<file path="config.mk">
export PLATFORM = sky130hd
export DESIGN_NAME = moa_accum_seq_flat
export DESIGN_NICKNAME = d
export VERILOG_FILES = /design/src/rtl/moa_pkg.sv /design/src/rtl/moa_accum_seq_if.sv /design/src/rtl/moa_8x8p2_rt8_mfa42.sv /design/src/rtl/moa_accum_seq.sv /design/src/flat_wrapper.sv
export SDC_FILE = /design/constraint.sdc
export NUM_CORES = 1
export LEC_CHECK = 0
export CAP_MARGIN = 20
export CELL_PAD_IN_SITES_DETAIL_PLACEMENT = 1
export CELL_PAD_IN_SITES_GLOBAL_PLACEMENT = 1
export CORE_MARGIN = 5
export CORE_UTILIZATION = 32
export CTS_CLUSTER_SIZE = 10
export DETAILED_ROUTE_END_ITERATION = 8
export GPL_TIMING_DRIVEN = 0
export PLACE_DENSITY_LB_ADDON = 0.1
export SETUP_SLACK_MARGIN = 0.4
export SLEW_MARGIN = 20
export SYNTH_ARGS = -nofsm -noshare
export SYNTH_HDL_FRONTEND = slang
export SYNTH_SLANG_ARGS = --single-unit
</file>
<file path="constraint.sdc">
create_clock -name clk -period 9.9 [get_ports clk]
set_input_delay 1.98 -clock clk [delete_from_list [all_inputs] [get_ports clk]]
set_output_delay 1.98 -clock clk [all_outputs]
set_load 0.1 [all_outputs]
</file>
<file path="src/rtl/moa_pkg.sv">
// Shared types and constants for the multi-operand adder slice: the sequencer
// FSM states, the operand/sum geometry of the 8x8 adder and its pipeline depth.
package moa_pkg;

    localparam int MOA_OPS   = 8;   // operands per group
    localparam int MOA_OP_W  = 8;   // operand width
    localparam int MOA_SUM_W = 11;  // full-precision group sum width
    localparam int MOA_LAT   = 2;   // adder pipeline depth in cycles

    typedef logic [MOA_OP_W-1:0] moa_op_t;

    typedef enum logic [1:0] {
        IDLE,
        ACCUM,
        DRAIN,
        DONE
    } moa_state_e;

    // Full-precision sum of four operands (two bits of growth).
    function automatic logic [MOA_OP_W+1:0] add4(moa_op_t a, moa_op_t b, moa_op_t c, moa_op_t d);
        return {2'b00, a} + {2'b00, b} + {2'b00, c} + {2'b00, d};
    endfunction

endpackage

</file>
<file path="src/rtl/moa_accum_seq_if.sv">
// Operand stream and result port of the accumulating sequencer.
// master = producer/consumer side (testbench or upstream), slave = moa_accum_seq.
interface moa_accum_seq_if #(
    parameter int ACC_W = 24
);
    import moa_pkg::*;

    logic             in_valid;
    logic             in_ready;
    moa_op_t          x0, x1, x2, x3, x4, x5, x6, x7;
    logic             out_valid;
    logic             out_ready;
    logic [ACC_W-1:0] out_sum;
    logic             out_ovf;

    modport master (
        output in_valid, x0, x1, x2, x3, x4, x5, x6, x7, out_ready,
        input  in_ready, out_valid, out_sum, out_ovf
    );

    modport slave (
        input  in_valid, x0, x1, x2, x3, x4, x5, x6, x7, out_ready,
        output in_ready, out_valid, out_sum, out_ovf
    );

endinterface

</file>
<file path="src/rtl/moa_8x8p2_rt8_mfa42.sv">
// Two-stage 8-operand, 8-bit adder. Stage 1 reduces the operands to two
// 4-operand partial sums, stage 2 adds those into the 11-bit group sum.
// The sum for operands presented at edge k is visible after edge k+1.
module moa_8x8p2_rt8_mfa42
    import moa_pkg::*;
(
    input  logic                 clk,
    input  logic                 rst_n,
    input  moa_op_t              x0,
    input  moa_op_t              x1,
    input  moa_op_t              x2,
    input  moa_op_t              x3,
    input  moa_op_t              x4,
    input  moa_op_t              x5,
    input  moa_op_t              x6,
    input  moa_op_t              x7,
    output logic [MOA_SUM_W-1:0] sum
);

    logic [MOA_OP_W+1:0] part_lo_q;
    logic [MOA_OP_W+1:0] part_hi_q;

    // Stage 1: register the two partial sums.
    always_ff @(posedge clk or negedge rst_n) begin
        if (!rst_n) begin
            // NOTE: sequential state is always written with <= so every register
            // samples the pre-edge values of its sources.
            part_lo_q <= '0;
            part_hi_q <= '0;
        end else begin
            part_lo_q <= add4(x0, x1, x2, x3);
            part_hi_q <= add4(x4, x5, x6, x7);
        end
    end

    // Stage 2: register the final group sum.
    always_ff @(posedge clk or negedge rst_n) begin
        if (!rst_n) begin
            sum <= '0;
        end else begin
            sum <= {1'b0, part_lo_q} + {1'b0, part_hi_q};
        end
    end

endmodule

</file>
<file path="src/rtl/moa_accum_seq.sv">
// Long-vector reduction engine: accepts num_groups operand groups over a
// valid/ready stream, pushes one group per cycle through the two-stage adder,
// accumulates the group sums and presents the total on a valid/ready port.
// Build option: MOA_ACC_SAT_EN makes the accumulator saturate instead of wrap.
module moa_accum_seq
    import moa_pkg::*;
#(
    parameter int ACC_W = 24,
    parameter int CNT_W = 8
) (
    input  logic             clk,
    input  logic             rst_n,
    input  logic             start,
    input  logic [CNT_W-1:0] num_groups,
    output logic             busy,
    moa_accum_seq_if.slave   bus
);

    moa_state_e           state_q;
    logic [CNT_W-1:0]     rem_q;
    logic [ACC_W-1:0]     acc_q;
    logic                 ovf_q;
    logic                 in_ready_q;
    logic                 out_valid_q;
    logic                 busy_q;
    logic [MOA_LAT-1:0]   vpipe_q;

    logic                 fire;
    moa_op_t              ops [MOA_OPS];
    logic [MOA_SUM_W-1:0] grp_sum;
    logic [ACC_W:0]       acc_ext;
    logic [ACC_W-1:0]     acc_next;
    logic                 acc_carry;
    logic                 drain_done;

    assign fire = bus.in_valid && in_ready_q;

    // Feed the adder only on a transfer so idle cycles contribute zero.
    always_comb begin
        // NOTE: every combinational output gets a default first, so no path
        // through the block leaves it unassigned and no latch is inferred.
        for (int i = 0; i < MOA_OPS; i++) ops[i] = '0;
        if (fire) begin
            ops[0] = bus.x0;
            ops[1] = bus.x1;
            ops[2] = bus.x2;
            ops[3] = bus.x3;
            ops[4] = bus.x4;
            ops[5] = bus.x5;
            ops[6] = bus.x6;
            ops[7] = bus.x7;
        end
    end

    moa_8x8p2_rt8_mfa42 u_adder (
        .clk   (clk),
        .rst_n (rst_n),
        .x0    (ops[0]),
        .x1    (ops[1]),
        .x2    (ops[2]),
        .x3    (ops[3]),
        .x4    (ops[4]),
        .x5    (ops[5]),
        .x6    (ops[6]),
        .x7    (ops[7]),
        .sum   (grp_sum)
    );

    // Track which adder output cycles carry a real group.
    always_ff @(posedge clk or negedge rst_n) begin
        if (!rst_n) begin
            vpipe_q <= '0;
        end else begin
            vpipe_q <= {vpipe_q[MOA_LAT-2:0], fire};
        end
    end

    // The last group leaves the adder when the oldest slot is full and
    // nothing is behind it.
    assign drain_done = vpipe_q[MOA_LAT-1] && !(|vpipe_q[MOA_LAT-2:0]);

    // Next accumulator value: one extra bit captures the carry out.
    always_comb begin
        acc_ext   = {1'b0, acc_q} + (ACC_W+1)'(grp_sum);
        acc_carry = acc_ext[ACC_W];
`ifdef MOA_ACC_SAT_EN
        // Once clamped, any further non-zero addend carries again, so the
        // accumulator stays at full scale for the rest of the operation.
        acc_next  = acc_carry ? {ACC_W{1'b1}} : acc_ext[ACC_W-1:0];
`else
        acc_next  = acc_ext[ACC_W-1:0];
`endif
    end

    // Sequencer FSM with group counter, accumulator and registered outputs.
    always_ff @(posedge clk or negedge rst_n) begin
        if (!rst_n) begin
            state_q     <= IDLE;
            rem_q       <= '0;
            acc_q       <= '0;
            ovf_q       <= 1'b0;
            in_ready_q  <= 1'b0;
            out_valid_q <= 1'b0;
            busy_q      <= 1'b0;
        end else begin
            // The pipe is empty in IDLE and DONE, so accumulating here never
            // collides with the clear on start.
            if (vpipe_q[MOA_LAT-1]) begin
                acc_q <= acc_next;
                if (acc_carry) ovf_q <= 1'b1;
            end

            case (state_q)
                IDLE: begin
                    if (start) begin
                        acc_q  <= '0;
                        ovf_q  <= 1'b0;
                        busy_q <= 1'b1;
                        if (num_groups == '0) begin
                            state_q     <= DONE;
                            out_valid_q <= 1'b1;
                        end else begin
                            state_q    <= ACCUM;
                            rem_q      <= num_groups;
                            in_ready_q <= 1'b1;
                        end
                    end
                end
                ACCUM: begin
                    if (fire) begin
                        rem_q <= rem_q - CNT_W'(1);
                        if (rem_q == CNT_W'(1)) begin
                            state_q    <= DRAIN;
                            in_ready_q <= 1'b0;
                        end
                    end
                end
                DRAIN: begin
                    if (drain_done) begin
                        state_q     <= DONE;
                        out_valid_q <= 1'b1;
                    end
                end
                DONE: begin
                    if (bus.out_ready) begin
                        state_q     <= IDLE;
                        out_valid_q <= 1'b0;
                        busy_q      <= 1'b0;
                    end
                end
                default: begin
                    state_q <= IDLE;
                end
            endcase
        end
    end

    assign bus.in_ready  = in_ready_q;
    assign bus.out_valid = out_valid_q;
    assign bus.out_sum   = acc_q;
    assign bus.out_ovf   = ovf_q;
    assign busy          = busy_q;

endmodule

</file>
<file path="src/flat_wrapper.sv">
// flat-port wrapper written by rule: the top's interface ports become plain ports
module moa_accum_seq_flat import moa_pkg::*;
#(
    parameter int ACC_W = 24,
    parameter int CNT_W = 8
)
  (clk, rst_n, start, num_groups, busy, bus_in_valid, bus_x0, bus_x1, bus_x2, bus_x3, bus_x4, bus_x5, bus_x6, bus_x7, bus_out_ready, bus_in_ready, bus_out_valid, bus_out_sum, bus_out_ovf);
  moa_accum_seq_if #(.ACC_W(ACC_W)) bus_i ();
  input  logic clk;
  input  logic rst_n;
  input  logic start;
  input  logic [CNT_W-1:0] num_groups;
  output logic busy;
  input wire logic [$bits(bus_i.in_valid)-1:0] bus_in_valid;
  input wire logic [$bits(bus_i.x0)-1:0] bus_x0;
  input wire logic [$bits(bus_i.x1)-1:0] bus_x1;
  input wire logic [$bits(bus_i.x2)-1:0] bus_x2;
  input wire logic [$bits(bus_i.x3)-1:0] bus_x3;
  input wire logic [$bits(bus_i.x4)-1:0] bus_x4;
  input wire logic [$bits(bus_i.x5)-1:0] bus_x5;
  input wire logic [$bits(bus_i.x6)-1:0] bus_x6;
  input wire logic [$bits(bus_i.x7)-1:0] bus_x7;
  input wire logic [$bits(bus_i.out_ready)-1:0] bus_out_ready;
  output wire logic [$bits(bus_i.in_ready)-1:0] bus_in_ready;
  output wire logic [$bits(bus_i.out_valid)-1:0] bus_out_valid;
  output wire logic [$bits(bus_i.out_sum)-1:0] bus_out_sum;
  output wire logic [$bits(bus_i.out_ovf)-1:0] bus_out_ovf;
  assign bus_i.in_valid = bus_in_valid;
  assign bus_i.x0 = bus_x0;
  assign bus_i.x1 = bus_x1;
  assign bus_i.x2 = bus_x2;
  assign bus_i.x3 = bus_x3;
  assign bus_i.x4 = bus_x4;
  assign bus_i.x5 = bus_x5;
  assign bus_i.x6 = bus_x6;
  assign bus_i.x7 = bus_x7;
  assign bus_i.out_ready = bus_out_ready;
  assign bus_in_ready = bus_i.in_ready;
  assign bus_out_valid = bus_i.out_valid;
  assign bus_out_sum = bus_i.out_sum;
  assign bus_out_ovf = bus_i.out_ovf;
  moa_accum_seq #(.ACC_W(ACC_W), .CNT_W(CNT_W)) u_core (.clk(clk), .rst_n(rst_n), .start(start), .num_groups(num_groups), .busy(busy), .bus(bus_i));
endmodule
</file>
After elaboration in Yosys (flattened, before gate mapping)
Index checks and enable logic that the tools add are counted.
- $add $sub $neg: 9
- eq/ne operators: 11
- muxes and demuxes: 31
- reduce and logical (&&, ||, !) cells: 13
- operators by type and width (cell ; number):
    two-way mux 24 bit ; 3
    two-way mux 64 bit ; 1
    adder 24 x 11 -> 25 bit ; 1
    two-way mux 8 bit ; 3
    adder 10 x 8 -> 10 bit ; 2
    adder 9 x 8 -> 10 bit ; 2
    adder 8 x 8 -> 9 bit ; 2
    case mux 8 bit (2 select lines) ; 1
    AND reduction 5 bit ; 3
    two-way mux 1 bit ; 13
    two-way mux 2 bit ; 6
    adder 10 x 10 -> 11 bit ; 1
    equality test 8 x 1 -> 1 bit, second input constant ; 1
    logical NOT 8 bit ; 1
    != test 2 x 1 -> 1 bit, second input constant ; 4
    case mux 2 bit (4 select lines) ; 1
    subtractor 8 x 1 -> 8 bit, second input constant ; 1
    != test 2 bit, second input constant ; 3
    equality test 2 bit, second input constant ; 2
    case mux 1 bit (2 select lines) ; 2
    AND reduction 4 bit ; 1
    nonzero test 2 bit ; 2
    case mux 1 bit (3 select lines) ; 1
    AND reduction 3 bit ; 1
    5 further kinds ; 6
- flip-flop bits (word level): 71
- input port bits: 77
- output and inout bits: 28
- logic and storage cells: 75

Logic depth before layout (Yosys ltp)
Gate-level depths: netlist of run 1.
- word-level depth: 5
- gate-level depth with buffers: 14
- gate-level depth less buffers: 13

Cells and area by module
From an unflattened synthesis of run 1, not the netlist that was laid out.
- cell total of the unflattened synthesis: 624
- area total of the unflattened synthesis: 5813.1 um^2
- modules (own cells, without submodules) (module ; times used ; cells each ; area each (um^2) ; sequential area each (um^2)):
    moa_accum_seq ; 1 ; 368 ; 3128.0 ; 1001.0
    moa_8x8p2_rt8_mfa42 ; 1 ; 256 ; 2685.1 ; 775.7

Worst setup path before layout of run 1
No wires, ideal clock.
- kind: in2reg
- start point: input bus_in_valid
- end point: register u_core.u_adder.part_lo_q[7]
- setup time: 84 ps
- data arrival time: 4976 ps
- required time: 9816 ps
- setup slack: 4840 ps
- stages on the path: 12
- buffers on the path: 2
- path through: clkbuf_1 clkbuf_1 and3_1 fa_1 fa_1 ha_1 fa_1 a21o_1 a21oi_1 nor2_1 o31ai_1 a21boi_0
- longest elaborated chain between the ends: 5
- ends and longest elaborated chain (what ; RTL line ; source):
    start: declaration ; flat_wrapper.sv:14 ; input wire logic [$bits(bus_i.in_valid)-1:0] bus_in_valid;
    logical AND 1 bit * ; moa_accum_seq.sv:36 ; assign fire = bus.in_valid && in_ready_q;
    two-way mux 64 bit * ; moa_accum_seq.sv:43 ; if (fire) begin
    adder 8 x 8 -> 9 bit ; moa_pkg.sv:21 ; return {2'b00, a} + {2'b00, b} + {2'b00, c} + {2'b00, d};
    adder 9 x 8 -> 10 bit ; moa_pkg.sv:21 ;
    adder 10 x 8 -> 10 bit * ; moa_pkg.sv:21 ;
    end signal: assignment ; moa_8x8p2_rt8_mfa42.sv:31 ; part_lo_q <= add4(x0, x1, x2, x3);
    end: declaration ; moa_8x8p2_rt8_mfa42.sv:20 ; logic [MOA_OP_W+1:0] part_lo_q;
Mark *: on every way between the ends. The rest lies on a longest branch, timed or not.
A chain may end at the register's enable or synchronous reset.

Final worst setup path of run 1
- start point: input bus_in_valid
- end point: register u_core.u_adder.part_lo_q[7]
- longest elaborated chain between the ends: 5
- ends and longest elaborated chain (what ; RTL line ; source):
    logical AND 1 bit * ; moa_accum_seq.sv:36 ;
    named net u_core.fire ; moa_accum_seq.sv:28 ; logic fire;
    two-way mux 64 bit * ; moa_accum_seq.sv:43 ;
    adder 8 x 8 -> 9 bit ; moa_pkg.sv:21 ;
    adder 9 x 8 -> 10 bit ; moa_pkg.sv:21 ;
    adder 10 x 8 -> 10 bit * ; moa_pkg.sv:21 ;
Mark *: on every way through the listed nets, which the timed path passes. The rest lies on a longest branch.

==> results of run 1 <==
==> cells in the mapped netlist (all sizes together) (11+ instances only) <==
| master | number | area, sq um |
|---|---|---|
| a21oi | 39 | 195 |
| fa | 34 | 681 |
| inv | 70 | 263 |
| and3 | 48 | 300 |
| ha | 45 | 563 |
| o21ai | 34 | 170 |
| nand3 | 11 | 55.1 |
| nand2 | 52 | 195 |
| nor2 | 45 | 169 |
| clkbuf | 21 | 78.8 |
| mux2i | 11 | 110 |
| dfrtp | 71 | 1780 |
==> metal layers <==
layer / GRT usage [%] / routed length (um) / vias to the layer above / part of all wire, %
li1: - / - / 2341 / -
met1: 20.0 / 6880 / 2237 / 46
met2: 26.7 / 7230 / 101 / 48
met3: 2.76 / 632 / 19 / 4.2
met4: 4.60 / 243 / 0 / 1.6
met5: 0 / 0 / - / 0
==> worst reg2reg max path, delay by kind of cell, from the launching register on <==
| kind | cells | cell delay (ps) |
|---|---|---|
| compound gates | 4 | 940 |
| fa+ha+maj | 4 | 1590 |
| buf+inv | 2 | 690 |
| flops | 1 | 420 |
| simple gates | 2 | 330 |
==> how the worst min path moves through the flow <==
stage / endpoint / slack, ps / depth (start not counted)
global route: u_core.vpipe_q[1] / 390 / 0
finish: u_core.vpipe_q[1] / 380 / 0
detailed placement: u_core.vpipe_q[1] / 380 / 0
floorplan: u_core.vpipe_q[1] / 350 / 0
global placement: u_core.vpipe_q[1] / 370 / 0
CTS: u_core.vpipe_q[1] / 390 / 0
==> final cells by class <==
type | instances | area [sq um] | share of cell area (%)
Buffer | 22 | 82.6 | 1.16
Clock buffer | 11 | 243 | 3.40
Clock inverter | 2 | 10.0 | 0.140
Inverter | 71 | 267 | 3.74
Multi-Input combinational cell | 445 | 3400 | 47.7
Sequential cell | 71 | 1780 | 24.9
Tap cell | 225 | 282 | 3.95
Timing Repair Buffer | 105 | 1070 | 14.9
==> layout by cell type, fill, tap and decap left out, drive strengths merged, types with 4 or more instances in the layout <==
cell type      synthesis  routed
a211oi                 9       9
a21o                  10      10
a21oi                 39      39
a31oi                  4       4
a32oi                  4       4
and3                  48      48
clkbuf                21      32
clkdlybuf4s50          0     103
dfrtp                 71      71
fa                    34      34
ha                    45      45
inv                   70      70
mux2i                 11      11
nand2                 52      52
nand2b                 5       5
nand3                 11      11
nand4                  4       4
nor2                  45      45
nor3                   7       7
o21a                   5       5
o21ai                 34      34
o21bai                 4       4
o31ai                  5       5
or3                    7       7
or4                    6       6
or4b                   4       4
xnor2                 10      10
xor2                   8       8
==> power by group <==
| group | switching [mW] | internal (mW) | total, mW |
|---|---|---|---|
| sequential | 0.0831 | 0.418 | 0.501 |
| clock | 0.113 | 0.171 | 0.284 |
| combinational | 0.924 | 0.549 | 1.47 |
==> registers in the layout, summed over array words and instances (netlist names) <==
| name | cells |
|---|---|
| u_core.vpipe_q | 2 |
| u_core.busy | 1 |
| u_core.u_adder.part_hi_q | 10 |
| u_core.bus.out_ovf | 1 |
| u_core.bus.in_ready | 1 |
| u_core.u_adder.part_lo_q | 10 |
| u_core.bus.out_valid | 1 |
| u_core.u_adder.sum | 11 |
| u_core.bus.out_sum | 24 |
| u_core.rem_q | 8 |
| u_core.state_q | 2 |
==> cell families after synthesis <==
logic type	count (synthesis)	share of synthesized area (%)
and+or+nand+nor	204	19.0
AOI/OAI and AO/OA	133	15.2
buffers and inverters	93	6.31
adders and majority gates	79	22.5
DFF	71	32.1
xor gates and xnor gates	18	2.85
muxes	11	1.99
==> results_dict.tcl, run 1 <==
set metrics [dict create \
    outcome "complete, no violations" \
    grt_pass1_vias 5250 \
    rsz0062_at_grt "false" \
    overflow 0 \
    ys_seq_elements 71 \
    fin_area_sq_um 7130 \
    crit_path_start "bus_in_valid" \
    syn_area_sq_um 5530 \
    fp.dieW_um 141 \
    cts_sinks 71 \
    syn_to_final_growth_pct 28.9 \
    relSlewSlack_pct 34.2 \
    ios 105 \
    synth-seq-area-share_pct 32.1 \
    path_clk_slew_ps 50 \
    worst_pin_slew_ps 984 \
    skew_ps 9.07 \
    critPathSlowestCell "clkdlybuf4s50_1" \
    regToRegSetupSlack_ps 5840 \
    timing.rr.end "u_core.u_adder.part_lo_q[7]" \
    power_density_nw_per_um2 317 \
    dr.pass1.iters 4 \
    clock_path_buffers 2 \
    detailed_place_hpwl_um 12300 \
    finalPower_mw 2.26 \
    hp-class "register to register" \
    synth_warnings 0 \
    syn_avg_cell_area_sq_um 9.08 \
    slew_violations 0 \
    hp-start "u_core.vpipe_q[0]" \
    placed_area_sq_um 6880 \
    core_area_sq_um 17100 \
    end_kind "register" \
    die_area_sq_um 20000 \
    setup-tns-final_ps 0 \
    drive_gt1_share_pct 2.89 \
    clkLatencyLatePin_ps 340 \
    die_h_um 141 \
    startpoint_type "primary input" \
    grt_max_degree 48 \
    cp_max_fo 10 \
    io_buffer_count 104 \
    cts_tree "yes" \
    drt-initial-drc-count 165 \
    cpMostUsedCell "fa_1" \
    track_usage_pct 15.5 \
    syn_nets 765 \
    cts_root_buffer "clkbuf_16" \
    via_count 4698 \
    dp_slack_ps 3720 \
    cts.repair.resized 0 \
    finalNonFillerCells 952 \
    gp_congestion 0.823 \
    cp.required_ps 10150 \
    final_core_utilization_pct 41.7 \
    post-route-min-period_ps 5740 \
    drc 0 \
    placed_cells 939 \
    yosys_most_used_dff "dfrtp_1" \
    cts.htree.levels 3 \
    critical_path.endpoint "u_core.u_adder.part_lo_q[7]" \
    nets 881 \
    synth_edf_count 0 \
    cp_num_buf_inv 4 \
    r2r_start "u_core.bus.in_ready" \
    antenna_found_initial 0 \
    synthArstFlopShare_pct 100 \
    finalCritPeriodShare_pct 58.0 \
    worst-path-stages 15 \
    synth_cell_types 49 \
    cts_hold_buffers 0 \
    wl_per_cell_um 15.7 \
    cts_setup_buffers 0 \
    cp_slowest_stage_delay_ps 500 \
    grt_pass1_wl_um 25600 \
    arrival_ps 5990 \
    fillers 1988 \
    p_leak_nw 3.37 \
    row_count 48 \
    fmax_mhz 174 \
    ant_nets 0 \
    vias_per_cell 4.93 \
    cp_top_family "adder cells" \
    layout_setup_ws_ps 4160 \
    drv_cap 0 \
    diodes 0 \
    timing.hold.ws_ps 383 \
    hold_violations 0 \
    r2r_cells 12 \
    worstSetupPathType "primary input to register" \
    wl_um 15000 \
    syn_inst 609 \
    worstPathCellList "clkdlybuf4s50_1 -> nand2_1 -> clkinv_1 -> clkbuf_1 -> nand2_1 -> fa_1 -> inv_1 -> fa_1 -> ha_1 -> fa_1 -> a21o_1 -> a21oi_1 -> nor2_1 -> o31ai_1 -> a21boi_0" \
    irDropWorstVdd_v 0.000163 \
    finalSetupViolCount 0 \
    cts_made_buffers 9 \
    start_util_pct 32.3 \
]
Power figures use the tool's default switching activity.
==> run 2: changes to the inputs <==
==> constraint.sdc (replaced) <==
create_clock -name clk -period 5.72 [get_ports clk]
set_input_delay 1.144 -clock clk [delete_from_list [all_inputs] [get_ports clk]]
set_output_delay 1.144 -clock clk [all_outputs]
set_load 0.1 [all_outputs]
==> results of run 2 <==
Same layout as run 1 (identical final DEF). Status: complete, no violations.
Main changes from that run: setup slack after placement 3720 ps -> 381 ps; setup slack after layout 4160 ps -> 816 ps; register-to-register setup slack 5840 ps -> 1660 ps; total power 2.26 mW -> 3.91 mW; worst IR drop on VDD 0.000163 V -> 0.000283 V
==> run 3: changes to the inputs <==
--- a/config.mk
+++ b/config.mk
@@ -13,6 +13,7 @@
 export CTS_CLUSTER_SIZE = 10
 export DETAILED_ROUTE_END_ITERATION = 8
 export GPL_TIMING_DRIVEN = 0
+export HOLD_SLACK_MARGIN = 0.03
 export PLACE_DENSITY_LB_ADDON = 0.1
 export SETUP_SLACK_MARGIN = 0.4
 export SLEW_MARGIN = 20
==> results of run 3 <==
Same layout as run 1 (identical final DEF). Status: complete, no violations.
Main changes from that run: setup slack after placement 3720 ps -> 381 ps; setup slack after layout 4160 ps -> 816 ps; register-to-register setup slack 5840 ps -> 1660 ps; total power 2.26 mW -> 3.91 mW; worst IR drop on VDD 0.000163 V -> 0.000283 V
